`src/rtl/rf_write_arbiter_if.sv`:
```
// rtl/rf_write_arbiter_if.sv - writeback, multicycle-result and register-file write port bundle for rf_write_arbiter
interface rf_write_arbiter_if;
    logic        wb_we;
    logic [4:0]  wb_wr;
    logic [31:0] wb_wd;
    logic        wb_stall;
    logic        mdu_valid;
    logic [4:0]  mdu_wr;
    logic [31:0] mdu_wd;
    logic        mdu_ready;
    logic        rf_Write;
    logic [4:0]  rf_WR;
    logic [31:0] rf_WD;
    logic [4:0]  PR1;
    logic [4:0]  PR2;
    logic        hz1;
    logic        hz2;

    modport master (
        output wb_we, wb_wr, wb_wd, mdu_valid, mdu_wr, mdu_wd, PR1, PR2,
        input  wb_stall, mdu_ready, rf_Write, rf_WR, rf_WD, hz1, hz2
    );

    modport slave (
        input  wb_we, wb_wr, wb_wd, mdu_valid, mdu_wr, mdu_wd, PR1, PR2,
        output wb_stall, mdu_ready, rf_Write, rf_WR, rf_WD, hz1, hz2
    );
endinterface

```
`src/rtl/rf_write_arbiter.sv`:
```
// rtl/rf_write_arbiter.sv - single-port register-file write arbiter: writeback vs 2-entry multicycle result FIFO
// Optional head starvation guard enabled by macro RFARB_STARVE_GUARD_EN.
module rf_write_arbiter #(
    parameter int STARVE_LIMIT = 4
) (
    input logic           Clk,
    input logic           Reset,
    rf_write_arbiter_if.slave bus
);

    logic [4:0]  fifo_wr [2];
    logic [31:0] fifo_wd [2];
    logic        head;
    logic        tail;
    logic [1:0]  count;

    logic wb_valid;
    logic fifo_empty;
    logic force_head;
    logic grant_wb;
    logic grant_head;
    logic push;
    logic occ0;
    logic occ1;

    // Outputs are gated by Reset so the write port stays quiet for the whole reset window.
    always_comb begin
        wb_valid      = !Reset && bus.wb_we && (bus.wb_wr != 5'd0);
        fifo_empty    = (count == 2'd0);
        grant_wb      = wb_valid && !force_head;
        grant_head    = !Reset && !grant_wb && !fifo_empty;
        bus.mdu_ready = (count < 2'd2);
        push          = !Reset && bus.mdu_valid && bus.mdu_ready && (bus.mdu_wr != 5'd0);
        bus.wb_stall  = wb_valid && grant_head;

        bus.rf_Write = grant_wb || grant_head;
        bus.rf_WR    = 5'd0;
        bus.rf_WD    = 32'd0;
        if (grant_wb) begin
            bus.rf_WR = bus.wb_wr;
            bus.rf_WD = bus.wb_wd;
        end else if (grant_head) begin
            bus.rf_WR = fifo_wr[head];
            bus.rf_WD = fifo_wd[head];
        end

        occ0    = (count == 2'd2) || ((count == 2'd1) && (head == 1'b0));
        occ1    = (count == 2'd2) || ((count == 2'd1) && (head == 1'b1));
        bus.hz1 = !Reset && (bus.PR1 != 5'd0) &&
                  ((occ0 && (fifo_wr[0] == bus.PR1)) ||
                   (occ1 && (fifo_wr[1] == bus.PR1)) ||
                   (push && (bus.mdu_wr == bus.PR1)));
        bus.hz2 = !Reset && (bus.PR2 != 5'd0) &&
                  ((occ0 && (fifo_wr[0] == bus.PR2)) ||
                   (occ1 && (fifo_wr[1] == bus.PR2)) ||
                   (push && (bus.mdu_wr == bus.PR2)));
    end

    always_ff @(posedge Clk or posedge Reset) begin
        if (Reset) begin
            count      <= 2'd0;
            head       <= 1'b0;
            tail       <= 1'b0;
            fifo_wr[0] <= 5'd0;
            fifo_wr[1] <= 5'd0;
            fifo_wd[0] <= 32'd0;
            fifo_wd[1] <= 32'd0;
        end else begin
            if (push) begin
                fifo_wr[tail] <= bus.mdu_wr;
                fifo_wd[tail] <= bus.mdu_wd;
                tail          <= ~tail;
            end
            if (grant_head) begin
                head <= ~head;
            end
            count <= count + {1'b0, push} - {1'b0, grant_head};
        end
    end

`ifdef RFARB_STARVE_GUARD_EN
    logic [3:0] starve_cnt;

    // Saturates so a long WB burst cannot wrap the counter back below the limit.
    always_ff @(posedge Clk or posedge Reset) begin
        if (Reset) begin
            starve_cnt <= 4'd0;
        end else if (fifo_empty || grant_head) begin
            starve_cnt <= 4'd0;
        end else if (grant_wb && (starve_cnt != 4'hF)) begin
            starve_cnt <= starve_cnt + 4'd1;
        end
    end

    assign force_head = (starve_cnt >= 4'(STARVE_LIMIT));
`else
    assign force_head = 1'b0;
`endif

endmodule

```
`src/flat_wrapper.sv`:
```
// flat-port wrapper written by rule: the top's interface ports become plain ports
module rf_write_arbiter_flat 
#(
    parameter int STARVE_LIMIT = 4
)
  (Clk, Reset, bus_wb_we, bus_wb_wr, bus_wb_wd, bus_mdu_valid, bus_mdu_wr, bus_mdu_wd, bus_PR1, bus_PR2, bus_wb_stall, bus_mdu_ready, bus_rf_Write, bus_rf_WR, bus_rf_WD, bus_hz1, bus_hz2);
  rf_write_arbiter_if bus_i ();
  input logic Clk;
  input logic Reset;
  input wire logic [$bits(bus_i.wb_we)-1:0] bus_wb_we;
  input wire logic [$bits(bus_i.wb_wr)-1:0] bus_wb_wr;
  input wire logic [$bits(bus_i.wb_wd)-1:0] bus_wb_wd;
  input wire logic [$bits(bus_i.mdu_valid)-1:0] bus_mdu_valid;
  input wire logic [$bits(bus_i.mdu_wr)-1:0] bus_mdu_wr;
  input wire logic [$bits(bus_i.mdu_wd)-1:0] bus_mdu_wd;
  input wire logic [$bits(bus_i.PR1)-1:0] bus_PR1;
  input wire logic [$bits(bus_i.PR2)-1:0] bus_PR2;
  output wire logic [$bits(bus_i.wb_stall)-1:0] bus_wb_stall;
  output wire logic [$bits(bus_i.mdu_ready)-1:0] bus_mdu_ready;
  output wire logic [$bits(bus_i.rf_Write)-1:0] bus_rf_Write;
  output wire logic [$bits(bus_i.rf_WR)-1:0] bus_rf_WR;
  output wire logic [$bits(bus_i.rf_WD)-1:0] bus_rf_WD;
  output wire logic [$bits(bus_i.hz1)-1:0] bus_hz1;
  output wire logic [$bits(bus_i.hz2)-1:0] bus_hz2;
  assign bus_i.wb_we = bus_wb_we;
  assign bus_i.wb_wr = bus_wb_wr;
  assign bus_i.wb_wd = bus_wb_wd;
  assign bus_i.mdu_valid = bus_mdu_valid;
  assign bus_i.mdu_wr = bus_mdu_wr;
  assign bus_i.mdu_wd = bus_mdu_wd;
  assign bus_i.PR1 = bus_PR1;
  assign bus_i.PR2 = bus_PR2;
  assign bus_wb_stall = bus_i.wb_stall;
  assign bus_mdu_ready = bus_i.mdu_ready;
  assign bus_rf_Write = bus_i.rf_Write;
  assign bus_rf_WR = bus_i.rf_WR;
  assign bus_rf_WD = bus_i.rf_WD;
  assign bus_hz1 = bus_i.hz1;
  assign bus_hz2 = bus_i.hz2;
  rf_write_arbiter #(.STARVE_LIMIT(STARVE_LIMIT)) u_core (.Clk(Clk), .Reset(Reset), .bus(bus_i));
endmodule
```
`config.mk`:
```
export PLATFORM = sky130hd
export DESIGN_NAME = rf_write_arbiter_flat
export DESIGN_NICKNAME = d
export VERILOG_FILES = /design/src/rtl/rf_write_arbiter_if.sv /design/src/rtl/rf_write_arbiter.sv /design/src/flat_wrapper.sv
export SDC_FILE = /design/constraint.sdc
export NUM_CORES = 1
export LEC_CHECK = 0
export BUFFER_PORTS_ARGS = -buffer_cell sky130_fd_sc_hd__buf_2
export CAP_MARGIN = 20
export CORE_ASPECT_RATIO = 0.9
export CORE_MARGIN = 2
export CORE_UTILIZATION = 52
export DETAILED_ROUTE_END_ITERATION = 6
export PLACE_DENSITY = 0.86
export SYNTH_ARGS = -nofsm -noshare
export SYNTH_HDL_FRONTEND = slang
export SYNTH_SLANG_ARGS = --single-unit
```
`constraint.sdc`:
```
create_clock -name Clk -period 4 [get_ports Clk]
set_clock_uncertainty 0.1 [all_clocks]
set_input_delay 0.6 -clock Clk [delete_from_list [all_inputs] [get_ports Clk]]
set_output_delay 0.6 -clock Clk [all_outputs]
set_load 0.01 [all_outputs]
```
==> out/qor.csv, run 1 <==
stage;metric;value;unit
sta;crit path time final;3.13;ns
worst_setup_path;Worst Setup Start Kind;input port;
synth;post-synth top area share;0.464;
sta;Hold Vio Cnt, Final;0;
placed_design;Cells after DPL;568;
sta;Max transition margin;0.466;
synth;Mapped Cells;357;
floorplanning;die width;98.8;um
final_layout;diode count;0;
worst_setup_path;Worst path slowest cell;or3_4;
sta;final setup fails;0;
power_and_ir_drop;Peak supply drop;0.000382;V
power_and_ir_drop;internal cell power;2.38;mW
synth;mapped cell area;4210;um^2
clocking;H-tree depth;3;
worst_setup_path;worst path cell trace;buf_2 > or4_1 > o21a_1 > or3_4 > o21ai_0 > buf_2;
final_layout;share of cells above drive strength 1;0.489;
min_path;Worst Hold Class;in2async;
routing;DRT Pass-1 Iters;4;
grt;largest net degree at the start of global routing;67;
final_layout;Fill cells;631;
worst_setup_path;worst setup path class;in2out;
synth;post-synth cell types;32;
synth;Net Count, Synth;446;
synth;post-synth top area cell;dfrtp_1;
grt;Total GRT Usage;0.214;
final_layout;net total in the final layout;569;
power_and_ir_drop;switch share;0.333;
synth;EDFF count, synth;0;
routing;DRC Markers;0;
clocking;Num CTS Buffers;9;
synth;Synth Area per Inst;11.8;um^2
sta;fmax;0.319;GHz
grt;number of global-route vias before repair;3191;
final_layout;Post-Layout Cell Count;584;
routing;wire per inst;15.5;um
synth;main area contributors after synthesis;dfrtp_1 (46%), mux2_2 (20%), mux2i_1 (8.8%);
sta;period utilisation layout;0.784;
power_and_ir_drop;Clk pwr share;0.197;
placed_design;GP Congestion;0.907;
synth;sequential share of the synthesized area;0.464;
synth;ys async rst share;1.00;
synth;flops & latches, synth;78;
floorplanning;# rows;31;
sta;fin. max-slew vios;0;
power_and_ir_drop;NetSw;1.19;mW
grt;first-pass GRT wire length;15000;um
grt;met1 usage;0.264;
job;number of max-cap violations;0;
worst_setup_path;CP delay by family, top;simple AND/OR/NAND/NOR gates;
floorplanning;initial core utilization;0.529;
power_and_ir_drop;PwrDens;697;nW/um^2
floorplanning;die boundary height;89.3;um
sta;worst-margin pin slew;0.801;ns
floorplanning;I/O Pins;130;
routing;Via density;5.43;
worst_setup_path;crit-path max cell delay;0.60;ns
power_and_ir_drop;Flop pwr share;0.419;
clocking;CTS tree;yes;
worst_setup_path;CP required;3.30;ns
power_and_ir_drop;P_leak;2.48;nW
worst_setup_path;CP endpoint kind;output pin;
clocking;worst skew pair latency;0.33;ns
synth;most common cell in the synthesized netlist;dfrtp_1;
power_and_ir_drop;Combinational Power Share;0.385;
worst_setup_path;WP buf/inv;2;
grt;met2 Resource Use GR;0.374;
routing;DRT antenna net count;0;
clocking;CTS Sinks;78;
placed_design;post-DP HPWL;6520;um
grt;GR peak layer;met2;
synth;Synth top cells by count;dfrtp_1 (78), mux2_2 (74), mux2i_1 (37), nand2_1 (37), o21ai_0 (22);
synth;Yosys warning count;0;
outcome;status;finished clean;
floorplanning;Die ar.;8820;um^2
routing;Detailed Route WL;9060;um
sta;setup TNS;0;ns
final_layout;Layout area overhead;22.0;%
floorplanning;Core Box Area;7950;um^2
grt;Overflow after GRT;0;
clocking;post-cts resize count;0;
clocking;post-CTS setup buffers;0;
routing;violation count after the first detailed-route iteration;89;
clocking;root buffer cell;clkbuf_8;
synth;leading register cell type out of synthesis;dfrtp_1;
grt;initial antenna violation count;0;
grt;met3 usage;0.0422;
placed_design;PortBufs;128;
clocking;hold bufs inserted after CTS;0;
routing;total number of vias;3174;
worst_setup_path;Arrival @ worst endpoint;2.43;ns
clocking;Clock transition at path regs;0.08;ns
sta;RSZ-0062 raised after global routing;false;
worst_setup_path;crit-path most repeated cell;buf_2;
worst_setup_path;Worst Path Max Fanout;39;
clocking;Clock Path Buffers;2;
stage by stage:
step	hold slack [ns]	util	setup slack (ns)	total power, mW	cell area [um^2]
floorplan	0.373	-	0.473	2.49	4210
global placement	0.385	0.614	0.928	2.80	4880
detailed placement	0.392	0.614	0.862	2.89	4880
CTS	0.134	0.645	0.851	3.60	5130
global route	0.131	0.645	0.741	3.83	5130
finish	0.144	0.645	0.865	3.58	5130
cell type report:
class	count	area (um^2)	share of cell area
multi-input cells	255	2100	0.410
repair buffers	133	691	0.135
well taps	99	124	0.0241
clock inverters	5	106	0.0207
inverters	3	12.5	0.00244
clock buffers	11	141	0.0276
flip-flops and latches	78	1950	0.381
layout by cell type, fill, tap and decap left out, types with 2 or more instances in the layout:
cell / n
nor3_1: 6
xnor2_1: 13
xor2_1: 19
a31oi_1: 2
dfrtp_1: 77
o21ai_1: 11
nor2_1: 2
mux2i_1: 37
nand2b_1: 2
nand4_1: 6
buf_4: 4
o21ai_0: 22
mux2_2: 74
inv_1: 2
or4_1: 4
bufinv_16: 3
buf_2: 128
nand2_1: 37
clkbuf_8: 10
o21ai_2: 8
xnor2_2: 2
registers in the layout (all words and copies together), names as in the netlist:
signal and count:
u_core.fifo_wd 64, u_core.head 1, u_core.tail 1, u_core.fifo_wr 10
u_core.count 2
cell families (layout without fill, tap and decap cells):
family / Yosys count / after routing / share of synthesized area
muxes: 111 / 111 / 0.286
DFF: 78 / 78 / 0.464
and+or+nand+nor: 61 / 61 / 0.0681
AOI/OAI and AO/OA: 47 / 47 / 0.0666
xor gates and xnor gates: 34 / 34 / 0.0744
buffers and inverters: 24 / 152 / 0.0366
adders and majority gates: 1 / 1 / 0.00297
other: 1 / 1 / 0.000892
metal layers:
metal / vias up / wire [um]
met2: 99 / 4630
li1: 1504 / -
met3: 6 / 491
met5: - / 0
met1: 1565 / 3820
met4: 0 / 110
worst paths after layout:
kind                                 endpoint  cells past startpoint  slack (ns)                from
hold / removal             u_core.fifo_wd[63]                      2        0.14               Reset
max in group asynchronous         u_core.head                      3        2.53               Reset
setup / recovery                 bus_rf_WD[2]                      6        0.87        bus_wb_wr[1]
setup reg to reg           u_core.fifo_wd[23]                      5        1.90     u_core.count[1]
min in group Clk           u_core.fifo_wd[40]                      1        0.41  u_core.fifo_wd[40]
hold reg to reg            u_core.fifo_wd[40]                      1        0.41  u_core.fifo_wd[40]
power groups by stage:
stage	Combinational, mW	Sequential, mW	Clock [mW]
after floorplan	1.11	1.38	0
after global placement	1.33	1.47	0
after detailed placement	1.39	1.51	0
after CTS	1.39	1.49	0.721
after global routing	1.52	1.55	0.762
final	1.37	1.50	0.704
Power figures use the tool's default switching activity.
==> run 2: changes to the inputs <==
- CORE_UTILIZATION: 52 -> 47
- PLACE_DENSITY: 0.86 -> 0.82
- clock period: 4 -> 2.7 ns (I/O delays scaled with it)
==> out/qor.csv, run 2 (synthesis gave the netlist of run 1 again) <==
stage;metric;value;unit
sta;setup TNS;0;ns
power_and_ir_drop;P_leak;2.49;nW
routing;violation count after the first detailed-route iteration;113;
worst_setup_path;worst setup path class;in2out;
sta;period utilisation layout;0.981;
floorplanning;# rows;32;
worst_setup_path;CP endpoint kind;output pin;
routing;Via density;5.15;
final_layout;most common cell after layout, fill and taps aside;buf_2;
final_layout;Layout area overhead;23.0;%
power_and_ir_drop;PwrDens;1010;nW/um^2
sta;fmax;0.378;GHz
floorplanning;initial core utilization;0.486;
grt;GR peak layer;met2;
worst_setup_path;worst path cell trace;buf_2 > or4_1 > o21a_1 > or3_4 > o21ai_0 > buf_2;
clocking;CTS Sinks;78;
outcome;status;finished clean;
grt;first-pass GRT wire length;15000;um
worst_setup_path;worst r2r src;u_core.count[1];
sta;final setup fails;0;
worst_setup_path;Worst path slowest cell;or3_4;
worst_setup_path;CP required;2.19;ns
final_layout;footprint of the multi-input gates;2110;um^2
final_layout;register area;1950;um^2
final_layout;Largest regs;u_core.fifo_wd (64), u_core.fifo_wr (10), u_core.count (2);
grt;initial antenna violation count;0;
routing;DRT Pass-1 Iters;4;
worst_setup_path;Worst Path Max Fanout;20;
sta;fin. max-slew vios;0;
sta;final worst-path setup slack;0.0520;ns
routing;total number of vias;3127;
floorplanning;Die ar.;9720;um^2
final_layout;Largest Register;u_core.fifo_wd;
grt;met1 usage;0.230;
floorplanning;die width;104;um
min_path;Worst Hold Class;in2async;
routing;wire per inst;15.4;um
placed_design;Cells after DPL;592;
clocking;Num CTS Buffers;9;
clocking;worst skew pair latency;0.34;ns
grt;met3 usage;0.0479;
final_layout;Fill cells;761;
sta;Max transition margin;0.552;
final_layout;net total in the final layout;574;
clocking;H-tree depth;3;
clocking;Clock transition at path regs;0.08;ns
floorplanning;die boundary height;93.7;um
worst_setup_path;R2R setup slack;0.79;ns
sta;Hold Vio Cnt, Final;0;
sta;crit path time final;2.65;ns
final_layout;share of cells above drive strength 1;0.494;
sta;RSZ-0062 raised after global routing;true;
clocking;root buffer cell;clkbuf_8;
routing;DRT antenna net count;0;
clocking;Clock Path Buffers;2;
placed_design;post-DP HPWL;6620;um
grt;number of global-route vias before repair;3218;
placed_design;DP Worst Slack;-0.0432;ns
worst_setup_path;crit-path most repeated cell;buf_2;
clocking;CTS tree;yes;
final_layout;Post-Layout Cell Count;607;
clocking;post-CTS setup buffers;0;
sta;hold slack;0.139;ns
final_layout;commonest non-fill, non-tap cells in the layout;buf_2 (128), dfrtp_1 (77), mux2_2 (74);
sta;worst-margin pin slew;0.672;ns
grt;met2 Resource Use GR;0.354;
floorplanning;I/O Pins;130;
job;number of max-cap violations;0;
routing;Detailed Route WL;9370;um
grt;largest net degree at the start of global routing;55;
worst_setup_path;RR Endpoint;u_core.count[1];
grt;Total GRT Usage;0.195;
placed_design;PortBufs;128;
worst_setup_path;Worst Setup Start Kind;input port;
final_layout;max reg flops;64;
final_layout;diode count;0;
routing;DRC Markers;0;
power_and_ir_drop;Peak supply drop;0.000496;V
placed_design;GP Congestion;0.850;
worst_setup_path;R2R cell count;5;
floorplanning;Core Box Area;8650;um^2
final_layout;Core Util, Final;0.598;
worst_setup_path;Arrival @ worst endpoint;2.14;ns
worst_setup_path;crit-path max cell delay;0.53;ns
grt;Overflow after GRT;0;
[run 2: cell count changes in the layout (fill, tap and decap cells not counted)]
cell        previous run  this run
o21ai_1               11        13
or3_4                  1         2
o21ai_0               22        20
clkinvlp_4             1         2
buf_12                 1         2
clkinv_4               1         0
buf_4                  4         7
bufinv_16              3         2
clkbuf_1               1         0
[run 2: worst max-delay path by stage]
stage	from	to	slack [ns]	cells after the start
final	bus_wb_wr[1]	bus_rf_WD[3]	0.05	6
after global routing	bus_wb_wr[1]	bus_rf_WD[6]	-0.03	6
after CTS	bus_wb_wr[1]	bus_rf_WD[3]	0.02	6
after detailed placement	bus_wb_wr[1]	bus_rf_WD[13]	-0.04	6
after global placement	bus_wb_wr[1]	bus_rf_WD[5]	0.02	6
after floorplan	bus_wb_wr[1]	bus_rf_WD[22]	0.14	6
[run 2: cell type report]
class | instances | area share
inverter | 3 | 0.00290
timing repair buffer | 137 | 0.142
clock inverter | 4 | 0.0140
clock buffer | 10 | 0.0266
multi-input combinational | 256 | 0.408
sequential | 78 | 0.378
tap | 119 | 0.0288
[run 2: critical path: cells and delay by family]
family | cells | cell delay, ns
buffers and inverters | 2 | 0.25
AO/OA/AOI/OAI | 2 | 0.42
AND/OR/NAND/NOR | 2 | 1.05
[run 2: layer usage]
| layer | routed length, um | part of all wire | vias up |
|---|---|---|---|
| li1 | - | - | 1517 |
| met1 | 3980 | 0.42 | 1516 |
| met2 | 4820 | 0.51 | 89 |
| met3 | 490 | 0.052 | 5 |
| met4 | 84 | 0.0090 | 0 |
| met5 | 0 | 0 | - |
[run 2: repair_timing]
item | in CTS | in global routing
resized for setup | 1 | 2
hold buffers | 0 | 0
gates cloned | 0 | 1
pin swaps | 1 | 2
endpoints found under the setup margin | 14 | 24
[run 2: through the flow]
step | area (um^2) | power, mW
2_1_floorplan | 4210 | 3.69
3_3_place_gp | 4950 | 4.18
3_5_place_dp | 4950 | 4.30
4_1_cts | 5160 | 5.24
5_1_grt | 5170 | 5.57
6_report | 5170 | 5.21
[run 2: report_power, final]
part	leakage, nW	switching, mW	internal [mW]	total, mW
registers	0.927	0.429	1.76	2.19
clock network	0.104	0.396	0.534	0.930
logic	1.46	0.929	1.16	2.09
==> run 3: changes to the inputs <==
- CELL_PAD_IN_SITES_DETAIL_PLACEMENT: unset -> 2
- CELL_PAD_IN_SITES_GLOBAL_PLACEMENT: unset -> 2
- CORE_UTILIZATION: 47 -> 29
- PLACE_DENSITY: 0.82 -> 0.8
==> out/qor.csv, run 3 (synthesis gave the netlist of run 1 again) <==
stage;metric;value;unit
outcome;status;finished clean;
routing;DRT antenna net count;0;
worst_setup_path;CP delay by family, top;simple AND/OR/NAND/NOR gates;
grt;Overflow after GRT;0;
final_layout;diode count;0;
grt;largest net degree at the start of global routing;39;
clocking;Num CTS Buffers;9;
clocking;H-tree depth;3;
floorplanning;die boundary height;118;um
grt;initial antenna violation count;0;
final_layout;most common cell after layout, fill and taps aside;buf_2;
routing;total number of vias;3231;
final_layout;max reg flops;64;
placed_design;PortBufs;128;
worst_setup_path;Worst Setup Start Kind;input port;
sta;final setup fails;0;
grt;first-pass GRT wire length;19300;um
sta;fin. max-slew vios;0;
final_layout;Largest regs;u_core.fifo_wd (64), u_core.fifo_wr (10), u_core.count (2);
floorplanning;die width;131;um
routing;violation count after the first detailed-route iteration;61;
worst_setup_path;Worst path slowest cell;or4_1;
worst_setup_path;Arrival @ worst endpoint;2.14;ns
final_layout;Largest Register;u_core.fifo_wd;
clocking;post-CTS setup buffers;0;
final_layout;Post-Layout Cell Count;685;
worst_setup_path;CP endpoint kind;output pin;
final_layout;commonest non-fill, non-tap cells in the layout;buf_2 (128), dfrtp_1 (77), mux2_2 (74);
clocking;worst skew pair latency;0.33;ns
placed_design;post-DP HPWL;9090;um
sta;fmax;0.378;GHz
floorplanning;# rows;41;
min_path;Worst Hold Class;in2async;
clocking;Clock Path Buffers;2;
sta;Hold Vio Cnt, Final;0;
clocking;CTS Sinks;78;
worst_setup_path;worst path cell trace;buf_2 > or4_1 > o21a_1 > or3_4 > buf_12 > o21ai_0 > buf_2;
routing;DRT Pass-1 Iters;4;
floorplanning;Die ar.;15500;um^2
worst_setup_path;WP buf/inv;3;
final_layout;Layout area overhead;29.3;%
worst_setup_path;worst setup path class;in2out;
final_layout;fin area;5440;um^2
clocking;root buffer cell;clkbuf_16;
worst_setup_path;crit-path most repeated cell;buf_2;
floorplanning;I/O Pins;130;
worst_setup_path;crit-path max cell delay;0.52;ns
sta;RSZ-0062 raised after global routing;false;
worst_setup_path;CP required;2.19;ns
power_and_ir_drop;P_leak;2.57;nW
sta;crit path time final;2.64;ns
final_layout;net total in the final layout;576;
grt;Total GRT Usage;0.163;
worst_setup_path;Worst Path Max Fanout;19;
floorplanning;initial core utilization;0.298;
clocking;CTS tree;yes;
clocking;hold bufs inserted after CTS;0;
power_and_ir_drop;Peak supply drop;0.000657;V
routing;wire per inst;17.1;um
sta;setup TNS;0;ns
final_layout;share of cells above drive strength 1;0.498;
placed_design;Cells after DPL;669;
placed_design;GP Congestion;0.764;
placed_design;Placed Area;5120;um^2
job;number of max-cap violations;0;
worst_setup_path;R2R setup slack;0.87;ns
routing;DRC Markers;0;
routing;Detailed Route WL;11700;um
clocking;Clock transition at path regs;0.06;ns
floorplanning;Core Box Area;14100;um^2
routing;Via density;4.72;
final_layout;Fill cells;1550;
sta;period utilisation layout;0.979;
power_and_ir_drop;PwrDens;1050;nW/um^2
grt;number of global-route vias before repair;3657;
sta;final worst-path setup slack;0.0555;ns
placed_design;DP Worst Slack;0.0371;ns
sta;hold slack;0.00785;ns
[run 3: changes by cell type in the layout (fill, tap and decap cells not counted), moves of 4 or more]
cell and change:
o21ai_0 -9, clkbuf_8 -10, clkbuf_16 +9, o21ai_1 +8, buf_12 +4
[run 3: layout make-up]
type / count / area [um^2] / share of cell area
Clock buffer: 10 / 229 / 0.0421
Sequential cell: 78 / 1950 / 0.359
Multi-Input combinational cell: 255 / 2110 / 0.387
Tap cell: 193 / 241 / 0.0444
Inverter: 3 / 15.0 / 0.00276
Timing Repair Buffer: 140 / 806 / 0.148
Clock inverter: 6 / 86.3 / 0.0159
[run 3: where the power goes]
part,internal (mW),switching [mW],total [mW]
clock,0.807,0.460,1.27
sequential,1.77,0.456,2.22
combinational,1.20,1.00,2.20
[run 3: per-stage QoR]
step	power (mW)	util
after floorplan	3.69	-
after global placement	4.29	0.363
after detailed placement	4.47	0.363
after CTS	5.78	0.385
after global routing	6.13	0.385
final	5.69	0.385
[run 3: what timing repair did]
action                                  in CTS  in global routing
gates resized for setup                      0                 12
endpoints found under the hold margin        0                  0
endpoints found under the setup margin       0                 11
[run 3: final timing paths]
path | start | cells past startpoint | end
setup / recovery | bus_wb_wr[1] | 7 | bus_rf_WD[6]
hold / removal | Reset | 2 | u_core.count[1]
setup reg to reg | u_core.count[1] | 6 | u_core.count[1]
hold reg to reg | u_core.fifo_wd[57] | 1 | u_core.fifo_wd[57]
max in group asynchronous | Reset | 3 | u_core.fifo_wd[44]
min in group Clk | bus_mdu_wd[6] | 2 | u_core.fifo_wd[6]
[run 3: layer usage]
layer  routed length (um)  track usage
met5                    0            0
met1                 4660        0.184
met2                 6320        0.300
met3                  537       0.0380
met4                  177       0.0465
